===== src/rtl/taxi_sfp_mgr.sv =====
// rtl/taxi_sfp_mgr.sv - per-cage SFP presence/fault manager with debounced inputs and TX enable sequencing
// Optional statistics counters: define TAXI_SFP_MGR_STAT_CNT_EN.
module taxi_sfp_mgr #(
    parameter int PORTS           = 2,
    parameter int DEBOUNCE_CYCLES = 125000,
    parameter int INSERT_DELAY    = 62500,
    parameter int FAULT_HOLDOFF   = 125000,
    parameter int MAX_RETRIES     = 3
) (
    input  logic                  clk,
    input  logic                  rst,
    input  logic [PORTS-1:0]      sfp_npres,
    input  logic [PORTS-1:0]      sfp_los,
    input  logic [PORTS-1:0]      sfp_tx_fault,
    input  logic [PORTS-1:0]      port_en,
    input  logic [PORTS-1:0]      rate_sel,
    input  logic [PORTS-1:0]      fault_clear,
    output logic [PORTS-1:0]      sfp_tx_disable,
    output logic [PORTS-1:0][1:0] sfp_rs,
    output logic [PORTS-1:0]      stat_present,
    output logic [PORTS-1:0]      stat_active,
    output logic [PORTS-1:0]      stat_link_up,
    output logic [PORTS-1:0]      stat_lockout
`ifdef TAXI_SFP_MGR_STAT_CNT_EN
    ,
    output logic [PORTS-1:0][7:0] stat_insert_cnt,
    output logic [PORTS-1:0][7:0] stat_fault_cnt
`endif
);

    localparam int TMR_MAX = (INSERT_DELAY > FAULT_HOLDOFF) ? INSERT_DELAY : FAULT_HOLDOFF;
    localparam int TMR_W   = $clog2(TMR_MAX + 1);
    localparam int DB_W    = $clog2(DEBOUNCE_CYCLES + 1);

    typedef enum logic [2:0] {
        ST_ABSENT, ST_INSERT_WAIT, ST_ACTIVE, ST_HOLDOFF, ST_LOCKOUT
    } state_t;

    for (genvar i = 0; i < PORTS; i++) begin : g_port
        // Bit 0 = npres, bit 1 = los, bit 2 = tx_fault; reset value means absent, los, no fault.
        logic [2:0]           raw, sync1, sync2, filt;
        logic [2:0][DB_W-1:0] db_cnt;
        logic                 present, los, fault;
        state_t               state, state_nx;
        logic [TMR_W-1:0]     tmr, tmr_nx;
        logic [3:0]           retry, retry_nx;
        logic                 td_nx, active_nx, link_nx, lock_nx;
        logic                 td_q, active_q, link_q, lock_q, present_q;
        logic [1:0]           rs_q;

        assign raw     = {sfp_tx_fault[i], sfp_los[i], sfp_npres[i]};
        assign present = ~filt[0];
        assign los     = filt[1];
        assign fault   = filt[2];

        always_ff @(posedge clk) begin
            if (rst) begin
                sync1  <= 3'b011;
                sync2  <= 3'b011;
                filt   <= 3'b011;
                db_cnt <= '0;
            end else begin
                sync1 <= raw;
                sync2 <= sync1;
                for (int j = 0; j < 3; j++) begin
                    if (sync2[j] == filt[j]) begin
                        db_cnt[j] <= '0;
                    end else if (db_cnt[j] == DB_W'(DEBOUNCE_CYCLES - 1)) begin
                        filt[j]   <= sync2[j];
                        db_cnt[j] <= '0;
                    end else begin
                        db_cnt[j] <= db_cnt[j] + DB_W'(1);
                    end
                end
            end
        end

        always_ff @(posedge clk) begin
            if (rst) begin
                state <= ST_ABSENT;
                tmr   <= '0;
                retry <= '0;
            end else begin
                state <= state_nx;
                tmr   <= tmr_nx;
                retry <= retry_nx;
            end
        end

        // Removal / disable is checked first so it beats fault, fault_clear and timer expiry.
        always_comb begin
            state_nx = state;
            tmr_nx   = (tmr != '0) ? tmr - TMR_W'(1) : '0;
            retry_nx = retry;
            if (!present || !port_en[i]) begin
                state_nx = ST_ABSENT;
                tmr_nx   = '0;
                retry_nx = '0;
            end else begin
                case (state)
                    ST_ABSENT: begin
                        state_nx = ST_INSERT_WAIT;
                        tmr_nx   = TMR_W'(INSERT_DELAY);
                    end
                    ST_INSERT_WAIT: begin
                        if (tmr <= TMR_W'(1)) state_nx = ST_ACTIVE;
                    end
                    ST_ACTIVE: begin
                        if (fault) begin
                            state_nx = ST_HOLDOFF;
                            tmr_nx   = TMR_W'(FAULT_HOLDOFF);
                            retry_nx = (retry == 4'hf) ? retry : retry + 4'd1;
                        end
                    end
                    ST_HOLDOFF: begin
                        if (tmr <= TMR_W'(1))
                            state_nx = (retry < 4'(MAX_RETRIES)) ? ST_ACTIVE : ST_LOCKOUT;
                    end
                    ST_LOCKOUT: begin
                        if (fault_clear[i]) begin
                            state_nx = ST_ABSENT;
                            retry_nx = '0;
                        end
                    end
                    default: state_nx = ST_ABSENT;
                endcase
            end
        end

        always_comb begin
            td_nx     = (state != ST_ACTIVE);
            active_nx = (state == ST_ACTIVE);
            link_nx   = (state == ST_ACTIVE) && !los;
            lock_nx   = (state == ST_LOCKOUT);
        end

        always_ff @(posedge clk) begin
            if (rst) begin
                td_q      <= 1'b1;
                active_q  <= 1'b0;
                link_q    <= 1'b0;
                lock_q    <= 1'b0;
                present_q <= 1'b0;
                rs_q      <= 2'b00;
            end else begin
                td_q      <= td_nx;
                active_q  <= active_nx;
                link_q    <= link_nx;
                lock_q    <= lock_nx;
                present_q <= present;
                rs_q      <= {rate_sel[i], rate_sel[i]};
            end
        end

        assign sfp_tx_disable[i] = td_q;
        assign sfp_rs[i]         = rs_q;
        assign stat_present[i]   = present_q;
        assign stat_active[i]    = active_q;
        assign stat_link_up[i]   = link_q;
        assign stat_lockout[i]   = lock_q;

`ifdef TAXI_SFP_MGR_STAT_CNT_EN
        logic [7:0] ins_cnt, flt_cnt;

        always_ff @(posedge clk) begin
            if (rst) begin
                ins_cnt <= '0;
                flt_cnt <= '0;
            end else begin
                if (state == ST_ABSENT && state_nx == ST_INSERT_WAIT && ins_cnt != 8'hff)
                    ins_cnt <= ins_cnt + 8'd1;
                if (state == ST_ACTIVE && state_nx == ST_HOLDOFF && flt_cnt != 8'hff)
                    flt_cnt <= flt_cnt + 8'd1;
            end
        end

        assign stat_insert_cnt[i] = ins_cnt;
        assign stat_fault_cnt[i]  = flt_cnt;
`endif
    end

endmodule


===== config.mk =====
export PLATFORM = sky130hd
export DESIGN_NAME = taxi_sfp_mgr
export DESIGN_NICKNAME = d
export VERILOG_FILES = /design/src/rtl/taxi_sfp_mgr.sv
export SDC_FILE = /design/constraint.sdc
export NUM_CORES = 1
export LEC_CHECK = 0
export BUFFER_PORTS_ARGS = -buffer_cell sky130_fd_sc_hd__buf_2
export CORE_ASPECT_RATIO = 0.8
export CORE_MARGIN = 2
export CORE_UTILIZATION = 26
export CTS_BUF_LIST = sky130_fd_sc_hd__clkbuf_8
export CTS_CLUSTER_DIAMETER = 80
export DETAILED_ROUTE_END_ITERATION = 10
export PLACE_DENSITY_LB_ADDON = 0.2
export SLEW_MARGIN = 20
export SYNTH_ARGS = -nofsm -noshare
export SYNTH_HDL_FRONTEND = slang
export SYNTH_SLANG_ARGS = --single-unit
export TNS_END_PERCENT = 10

===== constraint.sdc =====
create_clock -name clk -period 5.3 [get_ports clk]
set_input_delay 0 -clock clk [delete_from_list [all_inputs] [get_ports clk]]
set_output_delay 0 -clock clk [all_outputs]
set_load 0.05 [all_outputs]

==> flow_summary.toml <==
[worst_setup_path]
critPathKind = "flop to flop"
cpPeakStageDelay_ps = 660
critPathLaunchType = "flop"
path_depth = 6
worstPathCellList = "inv_1 -> ha_1 -> nor3b_1 -> nand3_1 -> o21ai_1 -> o21ai_0"
r2r.worst_path.cells = 6
reg2reg_to = "g_port[1].tmr[10]"
reg2reg_setup_slack_ps = 2760
worstPathArrival_ps = 2880
endpoint_kind = "flop"
startpoint = "g_port[1].tmr[0]"
crit_fanout = 10
crit_family = "simple AND/OR/NAND/NOR gates"
worst-path-buf-inv = 1
crit_slowest_cell = "nor3b_1"
r2r_start = "g_port[1].tmr[0]"
crit_path_end = "g_port[1].tmr[10]"
critPathRequiredTime_ps = 5640

[route]
dr.pass1.iters = 5
routedWlPerCell_um = 11.9
vias = 6029
vias_per_cell = 4.44
route.detailed.drc = 0
drt_iter0_markers = 361
wirelength_mm = 16.1
antenna_left = 0

[placement]
io_buffers = 27
place_ws_ps = 2750
dp.final_hpwl_mm = 10.9
gp_congestion = 0.751

[yosys]
netlist_area_sq_um = 7920
syn_area_per_cell_sq_um = 8.81
synth.largest_area_cell = "dfxtp_1"
synth-edff-count = 0
synthFlopType = "dfxtp_1"
syn_nets = 925
yosysSeqAreaShare = 0.455
synth_top_area_frac = 0.455
ys_warn_count = 0
synth_cell_types = 56
async_flop_share = 0
netlist_instances = 899
yosys_register_bits = 180
synth_area_leaders = "dfxtp_1, xnor2_1, nor2_1"

[cells_and_area]
final_nets = 957
drive_above_1_share = 0.0932
utilization = 0.296
diodes = 0
syn2layout_area_growth_pct = 12.8

[die]
die_h_um = 160
coreArea_sq_um = 30200
die_w_um = 199
initial_core_util = 0.262
num_rows = 57
die_area_sq_um = 31900
io_pins = 28

[clock_tree]
clockBufferDepth = 2
cts_made_buffers = 17
h-tree-depth = 4
holdBufCountCts = 13
cts_num_sinks = 180
clkTransAtPathRegs_ps = 100
cts_resized = 0
root_buffer = "clkbuf_8"
cts_setup_buffers = 0
cts_tree = "done"
clk-insertion-delay-late_ps = 470

[sta]
fin_setup_tns_ps = 0
setup_viol = 0
hold_ws_ps = 25.2
finalHoldViolations = 0
worst_slack_ps = 2760
rsz0062_at_grt = "no"
fmax_mhz = 393
tightest_slew_ps = 832
maxSlewHeadroom = 0.440
fin_crit_sh = 0.480
finalMaxSlewViolations = 0
fin_skew_ps = 12.5
min_period_ps = 2540

[grt]
grt_max_degree = 30
grt_pass1_wl_mm = 27.7
first_global_vias = 5571
overflow = 0
grtUsageTotal = 0.106
antenna_found_initial = 0

[min_path]
hp-class = "input pin to flop"
hold_start = "rst"
hold_depth = 3

[run_status]
outcome = "complete, no violations"

[job]
drv_cap = 0

[pwr]
ir_worst_vdd_mv = 0.149
powerDensity_nw_per_um2 = 258
leakage_nw = 3.00
==> flip-flops by register name, indices dropped and copies added, names as in the netlist <==
name and cells:
g_port.rs_q 2, g_port.td_q 2, g_port.present_q 2, g_port.retry 8
g_port.sync1 6, g_port.sync2 6, g_port.link_q 2, g_port.db_cnt 102
g_port.lock_q 2, g_port.filt 6, g_port.active_q 2, g_port.state 6
g_port.tmr 34
==> area by class of cell <==
class	instances	area (sq um)
fillers	3228	21200
multi-input cells	653	4010
flip-flops and latches	180	3600
well taps	413	517
repair buffers	45	303
clock buffers	17	234
clock inverters	15	135
inverters	34	128
==> where the power goes <==
part           switching, mW  leakage [nW]  internal (mW)
clock                  0.529         0.185          0.374
sequential           0.00318          1.45           1.36
combinational         0.0239          1.36         0.0174
total                  0.556          3.00           1.75
==> worst min-delay path: stages <==
cell     delay (ps)
buf_2            90
buf_4           240
nor2b_1         130
==> synthesized netlist by cell type (3+ instances only) <==
cell,instances
dfxtp_1,180
nor2_1,166
xnor2_1,81
nand3_1,53
nand4_1,42
nand2_1,39
inv_1,34
xor2_1,34
nor3_1,31
nor4_1,31
a21oi_1,20
clkbuf_1,16
o21ai_0,15
buf_4,14
ha_1,12
or2_2,10
nor4b_1,9
or3_1,8
and3_1,7
nor2b_1,7
nor3b_1,7
o31ai_1,7
and4_1,5
or4_1,5
and2_1,4
mux2i_1,4
nand2b_1,4
nand4b_1,4
o21a_1,4
a31oi_1,3
nand3b_1,3
nor4_2,3
o311ai_0,3
o41ai_1,3
==> worst min path at each step <==
stage | slack (ps) | to
floorplan | 100 | g_port[0].sync1[0]
global placement | 190 | g_port[0].sync1[0]
detailed placement | 200 | g_port[0].sync1[0]
CTS | 2 | g_port[0].rs_q[0]
global route | 30 | g_port[0].rs_q[0]
finish | 30 | g_port[0].rs_q[0]
==> per-layer routing <==
metal	vias up	share of wire	GRT usage
met4	0	0.011	0.0322
met2	74	0.40	0.145
met1	2754	0.56	0.159
li1	3188	-	-
met5	-	0	0
met3	13	0.035	0.0287
==> cells in the final DEF (no fill, tap or decap), drive strengths merged, types with 6 or more instances in the layout <==
cell         netlist  layout
buf               16      32
dlygate4sd3        0      13
nor3b              7       7
nand4             42      42
or3                8       8
or2               10      10
and4               6       6
nand3             53      53
nand2             39      39
or4                7       7
a21oi             20      20
inv               34      37
xnor2             81      81
nor2b              7       7
ha                12      12
clkbuf            16      17
and3               7       7
o21ai             19      19
dfxtp            180     180
nor4              34      34
nor3              31      31
nor4b              9       9
o31ai              7       7
xor2              34      34
nor2             166     166
clkinv             0       8
==> logic make-up (layout without fill, tap and decap cells) <==
group,count (synthesis),in the layout,share of synthesized area
compound gates,75,75,0.0651
xor+xnor,115,115,0.127
fa+ha+maj,12,12,0.0190
buf+inv,66,111,0.0382
flops,180,180,0.455
mux,6,6,0.00790
simple gates,445,445,0.287
==> through the flow <==
stage	power, mW	area [sq um]	cells
final	2.31	8930	1357
after global routing	2.41	8930	1357
after CTS	2.35	8930	1357
after detailed placement	1.43	8430	1312
after global placement	1.43	8430	1312
after floorplan	1.42	7920	899
(Power assumes the default switching activity.)
